[src/rtl/mult4u_chk_pkg.sv]
// Shared types and helpers for the 4x4 unsigned multiplier checkers.
// mod3_res weights bits 1,2,1,2,... because 2^i mod 3 alternates between 1 and 2.
package mult4u_chk_pkg;

  localparam int A_W = 4;
  localparam int B_W = 4;
  localparam int P_W = 8;

  typedef struct packed {
    logic [A_W-1:0] a;
    logic [B_W-1:0] b;
    logic [P_W-1:0] p;
  } chk_word_t;

  function automatic logic [1:0] mod3_res(input logic [7:0] x);
    logic [3:0] evenSum;
    logic [3:0] oddSum;
    logic [4:0] total;
    evenSum = 4'(x[0]) + 4'(x[2]) + 4'(x[4]) + 4'(x[6]);
    oddSum  = 4'(x[1]) + 4'(x[3]) + 4'(x[5]) + 4'(x[7]);
    total   = 5'(evenSum) + {oddSum, 1'b0};
    return 2'(total % 5'd3);
  endfunction

endpackage

[src/rtl/mult4u_mod3_residue.sv]
// Combinational mod-3 residue of an 8-bit value; narrower operands are zero-extended by the caller.
module mult4u_mod3_residue
  import mult4u_chk_pkg::*;
(
  input  logic [7:0] i_x,
  output logic [1:0] o_res
);

  assign o_res = mod3_res(i_x);

endmodule

[config.mk]
export PLATFORM = sky130hd
export DESIGN_NAME = mult4u_mod3_residue
export DESIGN_NICKNAME = d
export VERILOG_FILES = /design/src/rtl/mult4u_chk_pkg.sv /design/src/rtl/mult4u_mod3_residue.sv
export SDC_FILE = /design/constraint.sdc
export NUM_CORES = 1
export LEC_CHECK = 0
export CAP_MARGIN = 10
export CORE_AREA = 2 2 39 41
export DETAILED_ROUTE_END_ITERATION = 10
export DIE_AREA = 0 0 41 43
export PLACE_DENSITY = 0.57
export SYNTH_ARGS = -nofsm -noshare
export SYNTH_HDL_FRONTEND = slang
export SYNTH_SLANG_ARGS = --single-unit
export TNS_END_PERCENT = 20
[constraint.sdc]
create_clock -name vclk -period 4.9
set_clock_uncertainty 0.1 [all_clocks]
set_input_delay 0.98 -clock vclk [all_inputs]
set_output_delay 0.98 -clock vclk [all_outputs]
set_load 0.02 [all_outputs]
==> qor.yml, run 1 <==
power_and_ir_drop:
  combinational_share_of_power: 1.000
  clock_power_share: 0
  sequentialPowerShare: 0
  leakagePower_nw: 0.2468
  vdd.ir_drop.worst_mv: 0.2063
  p_switching_mw: 0.1035
  pwr_density_cell_nw_per_um2: 380.8
  cellInternalPower_mw: 0.1238
  total_power_mw: 0.2273
  switching_share: 0.4552
critical_path:
  crit_path_max_fanout: 5
  cpLargestDelayFamily: "adder cells"
  worst_setup_path_start_kind: "input port"
  timing.setup.critical_path_class: "input port to primary output"
  cp.depth: 12
  worst_setup_path_end_kind: "primary output"
  worstPathCellList: "dlygate4sd2_1 -> fa_1 -> ha_2 -> fa_2 -> mux2_2 -> o22ai_2 -> ha_1 -> or4bb_4 -> o221ai_4 -> a21oi_2 -> a21oi_2 -> buf_4"
  crit_slowest_cell: "or4bb_4"
  worstPathBufferInverterCount: 2
  setup.worst_path.end: "o_res[1]"
  crit_path_start: "i_x[6]"
  cp.required_ps: 3820
  crit_arrival_ps: 4160
  timing.critical_path.mode_cell: "a21oi_2"
  critical_path.max_stage_delay_ps: 530
sta:
  finalWorstSetupSlack_ps: -337.0
  max_slew.worst_pin.slew_ps: 337.9
  worst_slew_margin_rel: 0.7740
  setup-violations-final: 2
  maximum_operating_frequency_mhz: 191.0
  period_share: 1.069
  timing.final.max_slew_violations: 0
  layout_min_cycle_time_ps: 5237
  setup_repair_after_global_routing_missed_its_margin: "yes"
  finalHoldViolations: 0
grt:
  antenna_found_initial: 0
  grt-ovfl-total: 0
  vias_in_the_first_global_route: 325
  maximum_number_of_pins_on_one_net_before_global_route_repair: 7
  grt_pass1_wl_mm: 1.255
  globalRouteTotalUtil: 0.09629
drt:
  drt-initial-drc-count: 0
  num_vias: 326
  route.detailed.vias_per_inst: 4.657
  postRouteAntennaNets: 0
  totalWireLength_um: 720
  detail_route.wl_per_cell_um: 10.29
  drt_pre_antenna_iters: 1
  drt_drc_violations_left: 0
cells_and_area:
  finalInstanceArea_um2: 596.8
  drive_above_1_share: 0.6481
  finish.net_count: 73
  fillCellCount: 143
  n_sequential_cell: 0
  area.growth.synth_to_final_pct: 85.60
  fin_util: 0.4313
  clock_buffers: 0
  regArea_um2: 0
  antenna_cells: 0
  final_cell_count_no_fill: 70
yosys:
  cell_with_the_most_instances_after_synthesis: "ha_1"
  synth.avg_cell_area_um2: 9.744
  synth_top_cell_area_share: 0.2335
  combined_area_of_all_synthesized_cells_um2: 321.6
  synthCells: 33
  synth_area_leader_cell: "ha_1"
  yosys_cell_types: 21
  synth_top_cells_by_count: "6 x ha_1, 4 x nand2_1, 3 x fa_1"
  synth_warnings: 0
  postSynthNetCount: 50
  netlist_top_cells_area: "ha_1 23%, fa_1 19%, a221oi_4 8.2%, a21oi_4 5.1%, nand2_1 4.7%"
  synth_sequential_area_ratio: 0
floorplan:
  fp.coreArea_um2: 1384
  die_ar_um2: 1763
  initial_utilization: 0.2324
  die_w_um: 41
  chipHeight_um: 43
  pin_count: 10
  row_count: 14
place:
  detailed_place_hpwl_um: 645.8
  place_congestion: 0.6043
  placement.setup.worst_slack_ps: -1165
  place_inst: 69
  place.port_buffers: 10
  placed_cell_area_um2: 590.6
min_path:
  holdCritPathClass: "input port to primary output"
run:
  cap_viol_max_count: 0
status:
  run_status: "finished, violations left"
  failed_checks: "setup timing"
clock_tree:
  cts.hold.buffers_added: 0
through the flow:
step           setup TNS [ps]  hold WS [ps]
6_report               -663.9          2763
5_1_grt                -968.3          2797
4_1_cts                -754.8          2759
3_5_place_dp            -2318          3232
3_3_place_gp            -2251          3226
2_1_floorplan          -350.2          2203
how the worst min path moves through the flow:
stage | startpoint | end | slack [ps] | depth (start not counted)
2_1_floorplan | i_x[4] | o_res[0] | 2200 | 2
3_3_place_gp | i_x[4] | o_res[0] | 3230 | 5
3_5_place_dp | i_x[4] | o_res[0] | 3230 | 5
4_1_cts | i_x[0] | o_res[0] | 2760 | 6
5_1_grt | i_x[0] | o_res[0] | 2800 | 6
6_report | i_x[0] | o_res[0] | 2760 | 6
cell type report:
| cell class | count | area [um2] | share of cell area |
|---|---|---|---|
| inverters | 2 | 7.507 | 0.01258 |
| repair buffers | 21 | 168.9 | 0.2830 |
| multi-input cells | 31 | 400.4 | 0.6709 |
| well taps | 16 | 20.02 | 0.03354 |
power by group through the flow:
stage	clock network, mW	logic (mW)	registers [mW]
floorplan	0	0.150	0
global placement	0	0.223	0
detailed placement	0	0.225	0
CTS	0	0.229	0
global route	0	0.249	0
finish	0	0.227	0
layer usage:
metal	wire [um]	global-route usage
met5	0	0
met1	289	0.1250
met3	34	0
met4	0	0
met2	396	0.1781
tightest hold or removal path: cells and delay by family:
family / cells / cell delay (ps)
adder cells (fa/ha/maj): 2 / 370
AO/OA/AOI/OAI: 1 / 50
buffers and inverters: 3 / 470
cell families (layout without fill, tap and decap cells):
group	after synthesis	after routing	synth area share
adder cells (fa/ha/maj)	9	9	0.4202
AND/OR/NAND/NOR	11	11	0.1790
multiplexers	1	1	0.03502
buffers and inverters	2	23	0.02336
AO/OA/AOI/OAI	10	10	0.3424
placed cells by master (no fill, tap or decap), types with 2 or more instances in the layout:
cell and count:
fa_1 2, clkdlybuf4s50_1 2, nor2_1 2, nand2_1 3, buf_2 2, buf_4 12
a21oi_2 2, ha_4 4, buf_6 2, dlygate4sd2_1 3
what timing repair did:
action,in CTS,in global routing
gates resized for setup,30,0
pin swaps,15,4
setup endpoints to repair,2,2
buffers inserted,0,1
No activity file was read; power rests on OpenSTA's default activity.
==> run 2, diff against run 1 <==
- CAP_MARGIN: 10 -> not set
- PLACE_DENSITY: 0.57 -> 0.51
==> qor.yml, run 2 (synthesized netlist as in run 1, its figures left out) <==
status:
  run_status: "finished, violations left"  # unchanged
  failed_checks: "setup timing"  # unchanged
power_and_ir_drop:
  pwr_density_cell_nw_per_um2: 390.7  # was 380.8 nW/um2
  sequentialPowerShare: 0  # about the same
  leakagePower_nw: 0.2724  # was 0.2468 nW
  combinational_share_of_power: 1.000  # about the same
  total_power_mw: 0.2542  # was 0.2273 mW
  p_switching_mw: 0.1138  # was 0.1035 mW
  switching_share: 0.4475  # was 0.4552
  vdd.ir_drop.worst_mv: 0.2623  # was 0.2063 mV
  cellInternalPower_mw: 0.1405  # was 0.1238 mW
  clock_power_share: 0  # about the same
drt:
  drt_drc_violations_left: 0  # unchanged
  drt_pre_antenna_iters: 1  # unchanged
  num_vias: 348  # was 326
  totalWireLength_um: 910  # was 720 um
  postRouteAntennaNets: 0  # unchanged
  route.detailed.vias_per_inst: 4.703  # was 4.657
  drt-initial-drc-count: 0  # unchanged
  detail_route.wl_per_cell_um: 12.30  # was 10.29 um
sta:
  maximum_operating_frequency_mhz: 192.4  # was 191.0 MHz
  finalHoldViolations: 0  # unchanged
  finalWorstSetupSlack_ps: -296.3  # was -337.0 ps
  period_share: 1.060  # was 1.069
  fin_worst_hold_slack_ps: 2741  # was 2763 ps
  layout_min_cycle_time_ps: 5196  # was 5237 ps
  max_slew.worst_pin.slew_ps: 253.6  # was 337.9 ps
  setup-violations-final: 2  # unchanged
  setup_repair_after_global_routing_missed_its_margin: "yes"  # unchanged
  worst_slew_margin_rel: 0.8310  # was 0.7740
  timing.final.max_slew_violations: 0  # unchanged
critical_path:
  crit_path_max_fanout: 4  # was 5
  crit_path_start: "i_x[1]"  # was i_x[6]
  timing.critical_path.mode_cell: "ha_4"  # was a21oi_2
  worstPathBufferInverterCount: 3  # was 2
  crit_arrival_ps: 4120  # was 4160 ps
  setup.worst_path.end: "o_res[1]"  # unchanged
  cp.required_ps: 3820  # about the same
  critical_path.max_stage_delay_ps: 580  # was 530 ps
  cp.depth: 15  # was 12
  cpLargestDelayFamily: "adder cells"  # unchanged
  worst_setup_path_end_kind: "primary output"  # unchanged
  crit_slowest_cell: "fa_1"  # was or4bb_4
  timing.setup.critical_path_class: "input port to primary output"  # unchanged
  worst_setup_path_start_kind: "input port"  # unchanged
  worstPathCellList: "buf_6 -> fa_1 -> ha_4 -> ha_4 -> a21oi_4 -> nand2_2 -> a221oi_4 -> a21o_2 -> inv_2 -> ha_4 -> or4bb_4 -> o221ai_4 -> a21oi_2 -> a21oi_2 -> buf_4"  # was dlygate4sd2_1 -> fa_1 -> ha_2 -> fa_2 -> mux2_2 -> o22ai_2 -> ha_1 -> or4bb_4 -> o221ai_4 -> a21oi_2 -> a21oi_2 -> buf_4
cells_and_area:
  layout.cells.most_common_list: "14 x buf_4, 4 x ha_4, 4 x buf_6"  # was 12 x buf_4, 4 x ha_4, 3 x nand2_1, 3 x dlygate4sd2_1
  clock_buffers: 0  # unchanged
  finish.net_count: 77  # was 73
  regArea_um2: 0  # unchanged
  drive_above_1_share: 0.7241  # was 0.6481
  finalInstanceArea_um2: 650.6  # was 596.8 um2
  antenna_cells: 0  # unchanged
  layout_commonest_cell: "buf_4"  # unchanged
  area.growth.synth_to_final_pct: 102.3  # was 85.60%
  n_sequential_cell: 0  # unchanged
floorplan:
  row_count: 14  # unchanged
  pin_count: 10  # unchanged
  die_ar_um2: 1763  # unchanged
  fp.coreArea_um2: 1384  # unchanged
  die_w_um: 41  # unchanged
  initial_utilization: 0.2324  # unchanged
  chipHeight_um: 43  # unchanged
place:
  place.port_buffers: 10  # unchanged
  detailed_place_hpwl_um: 721.5  # was 645.8 um
  place_congestion: 0.7074  # was 0.6043
  placed_cell_area_um2: 613.1  # was 590.6 um2
min_path:
  holdCritPathClass: "input port to primary output"  # unchanged
grt:
  maximum_number_of_pins_on_one_net_before_global_route_repair: 6  # was 7
  vias_in_the_first_global_route: 408  # was 325
  grt-ovfl-total: 0  # unchanged
  antenna_found_initial: 0  # unchanged
  grt_pass1_wl_mm: 1.656  # was 1.255 mm
  globalRouteTotalUtil: 0.1315  # was 0.09629
clock_tree:
  cts.hold.buffers_added: 0  # unchanged
run:
  cap_viol_max_count: 0  # unchanged
[run 2: worst min-delay path by stage]
stage,start,to,slack (ps),cells after the start
floorplan,i_x[4],o_res[0],2200,2
global placement,i_x[4],o_res[0],3230,5
detailed placement,i_x[4],o_res[0],3250,5
CTS,i_x[6],o_res[0],2750,6
global route,i_x[0],o_res[0],2810,6
finish,i_x[6],o_res[0],2740,6
[run 2: power by group through the flow]
stage               Combinational, mW  Clock [mW]  Sequential (mW)
floorplan                       0.150           0                0
global placement                0.225           0                0
detailed placement              0.230           0                0
CTS                             0.256           0                0
global route                    0.280           0                0
finish                          0.254           0                0
[run 2: final cells by class]
| class | count | area, um2 |
|---|---|---|
| inverter | 2 | 7.507 |
| tap | 16 | 20.02 |
| timing repair buffer | 25 | 207.7 |
| multi-input combinational | 31 | 415.4 |
| fill | 132 | 733.2 |
[run 2: routing by layer]
layer  vias to the layer above  share of wire  global-route usage  wire length [um]
li1                        178              -                   -                 -
met1                       164           0.36              0.1447               328
met2                         6           0.61              0.2688               555
met3                         0          0.030                   0                27
met4                         0              0                   0                 0
met5                         -              0                   0                 0
[run 2: tightest hold or removal path: stages]
cell	delay [ps]
clkdlybuf4s15_1	190
fa_1	170
ha_2	200
buf_4	130
o21ai_2	60
buf_6	120
[run 2: what timing repair did]
item,4_1_cts,5_1_grt
setup endpoints to repair,2,2
pin swaps,17,2
resized for setup,35,0
hold endpoints to repair,0,0
cloned,0,0
buffers inserted,2,0
[run 2: stage by stage]
| stage | utilization | setup WS (ps) | setup TNS [ps] | cells |
|---|---|---|---|---|
| 6_report | 0.4702 | -296.3 | -576.6 | 74 |
| 4_1_cts | 0.4702 | -345.6 | -681.6 | 74 |
| 3_5_place_dp | 0.4430 | -1187 | -2334 | 72 |
| 5_1_grt | 0.4702 | -454.3 | -900.6 | 74 |
| 3_3_place_gp | 0.4430 | -1104 | -2207 | 72 |
| 2_1_floorplan | - | -208.5 | -350.2 | 33 |
